===== src/rtl/apb_slave_regs.sv =====
// apb_slave_regs
//   APB3 slave fronting a generic register bank: address decode, programmable
//   wait states, PSLVERR, read-back mux and per-register one-hot strobes.
//
// Optional feature (macro APB_PSTRB_EN):
//   defined   -> adds pstrb; writes update only enabled byte lanes, and a read
//                with any pstrb bit set is an error.
//   undefined -> no pstrb port; writes update the full word.
//
// Ports:
//   sys_clk, sys_rst      clock, synchronous active-high reset
//   psel, penable, pwrite APB control
//   paddr, pwdata         APB byte address / write data
//   pstrb                 byte-lane write strobes (APB_PSTRB_EN only)
//   prdata, pready        read data (0 unless completing read), completion
//   pslverr               error response, qualified by pready
//   reg_out               flattened writable registers (RO slices held at 0)
//   reg_in                flattened read-back values for read-only registers
//   wr_en, rd_en          one-hot strobes, one cycle after a good completion
module apb_slave_regs #(
    parameter int unsigned          ADDR_W      = 8,
    parameter int unsigned          DATA_W      = 32,
    parameter int unsigned          NUM_REGS    = 8,
    parameter int unsigned          WAIT_STATES = 0,
    parameter logic [NUM_REGS-1:0]  RO_MASK     = '0
) (
    input  logic                       sys_clk,
    input  logic                       sys_rst,
    input  logic                       psel,
    input  logic                       penable,
    input  logic                       pwrite,
    input  logic [ADDR_W-1:0]          paddr,
    input  logic [DATA_W-1:0]          pwdata,
`ifdef APB_PSTRB_EN
    input  logic [DATA_W/8-1:0]        pstrb,
`endif
    output logic [DATA_W-1:0]          prdata,
    output logic                       pready,
    output logic                       pslverr,
    output logic [NUM_REGS*DATA_W-1:0] reg_out,
    input  logic [NUM_REGS*DATA_W-1:0] reg_in,
    output logic [NUM_REGS-1:0]        wr_en,
    output logic [NUM_REGS-1:0]        rd_en
);

    localparam int unsigned IDX_W = ADDR_W - 2;

    typedef enum logic {IDLE, ACCESS} state_t;

    state_t              state, state_nxt;
    logic                setup, complete;
    logic [3:0]          cnt;
    logic [ADDR_W-1:0]   addr_q;
    logic                write_q;
    logic [DATA_W-1:0]   wdata_q;
`ifdef APB_PSTRB_EN
    logic [DATA_W/8-1:0] strb_q;
`endif
    logic [DATA_W-1:0]   regs [NUM_REGS];

    logic [IDX_W-1:0]    idx;
    logic [NUM_REGS-1:0] sel;
    logic                err;
    logic [DATA_W-1:0]   rd_val;
    logic [DATA_W-1:0]   cur_val;
    logic [DATA_W-1:0]   wr_val;

    // ---------------- FSM ----------------
    always_ff @(posedge sys_clk) begin
        if (sys_rst) state <= IDLE;
        else         state <= state_nxt;
    end

    always_comb begin
        state_nxt = state;
        setup     = 1'b0;
        complete  = 1'b0;
        case (state)
            IDLE: begin
                // penable without a preceding SETUP is ignored here
                if (psel && !penable) begin
                    setup     = 1'b1;
                    state_nxt = ACCESS;
                end
            end
            ACCESS: begin
                if (!psel) begin
                    state_nxt = IDLE;
                end else if (cnt == '0 && penable) begin
                    complete  = 1'b1;
                    state_nxt = IDLE;
                end
            end
            default: state_nxt = IDLE;
        endcase
    end

    // ---------------- Decode / read mux ----------------
    assign idx = addr_q[ADDR_W-1:2];

    // sel is empty for an index beyond the bank, which doubles as the range check
    always_comb begin
        sel     = '0;
        rd_val  = '0;
        cur_val = '0;
        for (int unsigned i = 0; i < NUM_REGS; i++) begin
            sel[i] = (32'(idx) == i);
            if (sel[i]) begin
                rd_val  = RO_MASK[i] ? reg_in[i*DATA_W +: DATA_W] : regs[i];
                cur_val = regs[i];
            end
        end
    end

    always_comb begin
        err = (addr_q[1:0] != 2'b00) || (sel == '0) || (write_q && ((sel & RO_MASK) != '0));
`ifdef APB_PSTRB_EN
        err = err || (!write_q && (strb_q != '0));
`endif
    end

    always_comb begin
        wr_val = wdata_q;
`ifdef APB_PSTRB_EN
        for (int unsigned b = 0; b < DATA_W/8; b++)
            wr_val[b*8 +: 8] = strb_q[b] ? wdata_q[b*8 +: 8] : cur_val[b*8 +: 8];
`endif
    end

    assign pready  = complete;
    assign pslverr = complete && err;
    assign prdata  = (complete && !write_q && !err) ? rd_val : '0;

    always_comb begin
        reg_out = '0;
        for (int unsigned i = 0; i < NUM_REGS; i++)
            reg_out[i*DATA_W +: DATA_W] = RO_MASK[i] ? '0 : regs[i];
    end

    // ---------------- Datapath ----------------
    always_ff @(posedge sys_clk) begin
        if (sys_rst) begin
            cnt     <= '0;
            addr_q  <= '0;
            write_q <= 1'b0;
            wdata_q <= '0;
`ifdef APB_PSTRB_EN
            strb_q  <= '0;
`endif
            wr_en   <= '0;
            rd_en   <= '0;
            for (int unsigned i = 0; i < NUM_REGS; i++) regs[i] <= '0;
        end else begin
            wr_en <= '0;
            rd_en <= '0;
            if (setup) begin
                addr_q  <= paddr;
                write_q <= pwrite;
                wdata_q <= pwdata;
`ifdef APB_PSTRB_EN
                strb_q  <= pstrb;
`endif
                cnt     <= 4'(WAIT_STATES);
            end else if (state == ACCESS && psel && cnt != '0) begin
                cnt <= cnt - 4'd1;
            end
            if (complete && !err) begin
                if (write_q) begin
                    wr_en <= sel;
                    for (int unsigned i = 0; i < NUM_REGS; i++)
                        if (sel[i]) regs[i] <= wr_val;
                end else begin
                    rd_en <= sel;
                end
            end
        end
    end

endmodule


===== config.mk =====
export PLATFORM = sky130hd
export DESIGN_NAME = apb_slave_regs
export DESIGN_NICKNAME = d
export VERILOG_FILES = /design/src/rtl/apb_slave_regs.sv
export SDC_FILE = /design/constraint.sdc
export NUM_CORES = 1
export LEC_CHECK = 0
export CORE_AREA = 4 4 231 233
export DETAILED_ROUTE_END_ITERATION = 6
export DIE_AREA = 0 0 235 237
export SETUP_SLACK_MARGIN = 0.02
export SLEW_MARGIN = 20
export SYNTH_ARGS = -nofsm -noshare
export SYNTH_HDL_FRONTEND = slang
export SYNTH_SLANG_ARGS = --single-unit

===== constraint.sdc =====
create_clock -name sys_clk -period 3.3 [get_ports sys_clk]
set_input_delay 0.66 -clock sys_clk [delete_from_list [all_inputs] [get_ports sys_clk]]
set_output_delay 0.66 -clock sys_clk [all_outputs]
set_load 0.02 [all_outputs]

==> impl_metrics.tcl <==
set metrics [dict create \
    die_h_um 237 \
    dieArea_mm2 0.0557 \
    dr.first_iter.drc_count 1144 \
    grt_pass1_vias 11493 \
    worstRegToRegCells 25 \
    postSynthNetCount 1480 \
    yosysWarnings 0 \
    vias_per_cell 4.99 \
    synth-seq-cells 318 \
    drive_gt1_share_pct 17.6 \
    stdcell_area_mm2 0.0205 \
    min_period_ns 3.49 \
    grt_pass1_wl_um 77800 \
    antenna_found_initial 2 \
    arrival_ns 2.83 \
    period_share_pct 106 \
    critPathCaptureType "output pin" \
    clock_latency_ns 0.53 \
    required_ns 2.64 \
    violations "setup timing" \
    hold_depth 2 \
    dr.pass1.iters 5 \
    power.static_leakage_nw 7.27 \
    p_int_mw 7.24 \
    root_buffer "clkbuf_16" \
    drv_slew 0 \
    syn_area_mm2 0.0135 \
    ys_seq_area_share_pct 65.9 \
    dieWidth_um 235 \
    final_nets 1907 \
    routed_wirelength_um 54800 \
    cts_tree "built" \
    initial_utilization_pct 26.5 \
    switchingPower_mw 2.36 \
    p_sw_share_pct 24.6 \
    htree_levels 2 \
    remaining_drc_errors 0 \
    io_buffers 350 \
    crit_type "reg -> out" \
    place_ws_ns -0.473 \
    grt_max_degree 64 \
    powerDensity_mw_per_mm2 469 \
    avgSynthCellArea_um2 11.5 \
    max-slew-margin-rel_pct 29.4 \
    worst-path-max-fanout 6 \
    netlist_instances 1177 \
    drv_cap 0 \
    pwr-share-comb_pct 11.8 \
    placed_cells 2208 \
    tightest_slew_ns 1.06 \
    ios 607 \
    final_cells 2311 \
    start_kind "flip-flop" \
    clk_path_buf_depth 3 \
    setup_slack_ns -0.187 \
    synth_cell_types 37 \
    min_path_type "reg -> reg" \
    finalHoldViolations 0 \
    fmax_mhz 287 \
    finalSetupViolCount 33 \
    track_usage_pct 18.6 \
    routedWlPerCell_um 23.7 \
    vias 11533 \
    place_hpwl_um 37400 \
    rsz0062_at_grt "yes" \
    p_seq_share_pct 47.8 \
    ir_drop_uv 290 \
    holdWs_ns 0.454 \
    skew_ns 0.0141 \
    rows 83 \
    placed_area_mm2 0.0186 \
    gp_congestion 0.845 \
    syn2layout_area_growth_pct 51.2 \
    coreArea_mm2 0.0512 \
    clkSlewWorstSetupHoldPaths_ns 0.06 \
    ant_nets 0 \
    final.fill_count 4800 \
    p_clk_share_pct 40.4 \
    gr-total-overflow 0 \
    numCtsBuffers 37 \
    outcome "finished, violations left" \
    clock-sinks 318 \
]
## path summary, 6_finish.rpt
| kind | startpoint | end | slack (ns) |
|---|---|---|---|
| max reg2reg | cnt[1]$_SDFFE_PP0P_ | cnt[2]$_SDFFE_PP0P_ | -0.13 |
| min | wdata_q[12]$_SDFFE_PP0P_ | wdata_q[12]$_SDFFE_PP0P_ | 0.45 |
| min reg2reg | wdata_q[12]$_SDFFE_PP0P_ | wdata_q[12]$_SDFFE_PP0P_ | 0.45 |
| max | cnt[1]$_SDFFE_PP0P_ | prdata[27] | -0.19 |
## routing by layer
| metal | global-route usage, % | up-vias | wire length (um) | part of all wire [%] |
|---|---|---|---|---|
| li1 | - | 5066 | - | - |
| met1 | 25.7 | 5664 | 24000 | 44 |
| met2 | 28.9 | 715 | 23800 | 44 |
| met3 | 5.35 | 88 | 5600 | 10 |
| met4 | 4.76 | 0 | 1380 | 2.5 |
| met5 | 0 | - | 0 | 0 |
## cells in the final DEF (no fill, tap or decap), types with 18 or more instances in the layout
| cell | netlist | routed |
|---|---|---|
| clkdlybuf4s50_1 | 0 | 316 |
| edfxtp_1 | 256 | 256 |
| nor2_1 | 210 | 208 |
| nand2_1 | 120 | 120 |
| buf_4 | 0 | 110 |
| o21ai_0 | 62 | 62 |
| dfxtp_1 | 62 | 55 |
| mux2i_1 | 54 | 54 |
| a21oi_1 | 42 | 42 |
| clkbuf_16 | 0 | 39 |
| nand2b_1 | 43 | 35 |
| inv_1 | 35 | 33 |
| nor2b_1 | 32 | 32 |
| nand3_1 | 32 | 29 |
| buf_12 | 0 | 29 |
| a211o_1 | 27 | 27 |
| a222oi_1 | 27 | 27 |
| buf_6 | 0 | 22 |
| a211oi_2 | 0 | 18 |
## cells by family after synthesis
logic type,after synthesis,synth area share [%]
flip-flops,318,65.9
buffers and inverters,127,3.56
AO/OA/AOI/OAI,199,9.91
AND/OR/NAND/NOR,468,15.3
XOR/XNOR,3,0.194
adder cells (fa/ha/maj),2,0.185
multiplexers,60,4.91
## synthesized netlist by cell type (all sizes together)
cell	count	area, um2
or3b	1	8.76
a222oi	27	270
buf	12	50.1
nand4	3	18.8
nor4b	1	23.8
clkbuf	80	300
or2	2	12.5
nor3	9	45.0
nor2	211	795
a2111oi	1	8.76
nand2	120	450
a211o	27	236
inv	35	131
o211ai	4	30.0
edfxtp	256	7690
nor3b	2	15.0
nand2b	43	269
o221ai	1	8.76
or3	2	12.5
nor4	8	50.1
o21bai	2	15.0
ha	2	25.0
a21oi	42	210
xnor2	3	26.3
mux2	1	11.3
and2	1	6.26
mux4	5	113
o21ai	62	310
nor2b	32	200
a221oi	4	35.0
nand3	32	160
dfxtp	62	1240
a211oi	29	218
mux2i	54	541
or4	1	7.51
## final cells by class
class,count,area (um2),share of cell area (%)
Timing Repair Buffer,480,4860,23.7
Sequential cell,318,8940,43.7
Inverter,35,131,0.642
Clock inverter,14,95.1,0.464
Multi-Input combinational cell,732,4550,22.2
Antenna cell,1,2.50,0.0122
Clock buffer,51,1050,5.13
Tap cell,680,851,4.15
## per-stage QoR
step                total power, mW  utilization (%)  TNS [ns]
detailed placement             5.75             36.4    -10.40
floorplan                      5.13                -    -16.87
global route                   9.95             40.0     -7.99
finish                         9.60             40.0     -3.93
CTS                            9.65             39.4     -1.56
global placement               5.74             36.4    -10.48
## flip-flops by register name, summed over array words and instances, names as in the netlist
signal,cells
regs,256
write_q,1
wr_en,8
cnt,4
rd_en,8
addr_q,8
wdata_q,32
state,1
## timing repair
| action | 4_1_cts | 5_1_grt |
|---|---|---|
| buffers inserted | 29 | 8 |
| hold buffers | 0 | 0 |
| pin swaps | 8 | 8 |
| resized for setup | 174 | 53 |
| gates cloned | 0 | 1 |
| setup endpoints to repair | 33 | 33 |
## power by group through the flow
stage	sequential, mW	clock [mW]	combinational (mW)
floorplan	4.78	0	0.351
global placement	4.66	0	1.07
detailed placement	4.67	0	1.08
CTS	4.58	3.95	1.12
global route	4.60	4.15	1.19
finish	4.59	3.88	1.13
## worst max-delay path, cell delays in order, from the launching register on
cell and delay, ns:
dfxtp_2 0.32, inv_2 0.06, buf_6 0.09, ha_4 0.12, or3b_4 0.40, nor4b_4 0.35, nand2b_4 0.14, buf_12 0.17
buf_12 0.15, a221oi_4 0.21, buf_4 0.16, buf_6 0.11
Power figures use the tool's default switching activity.
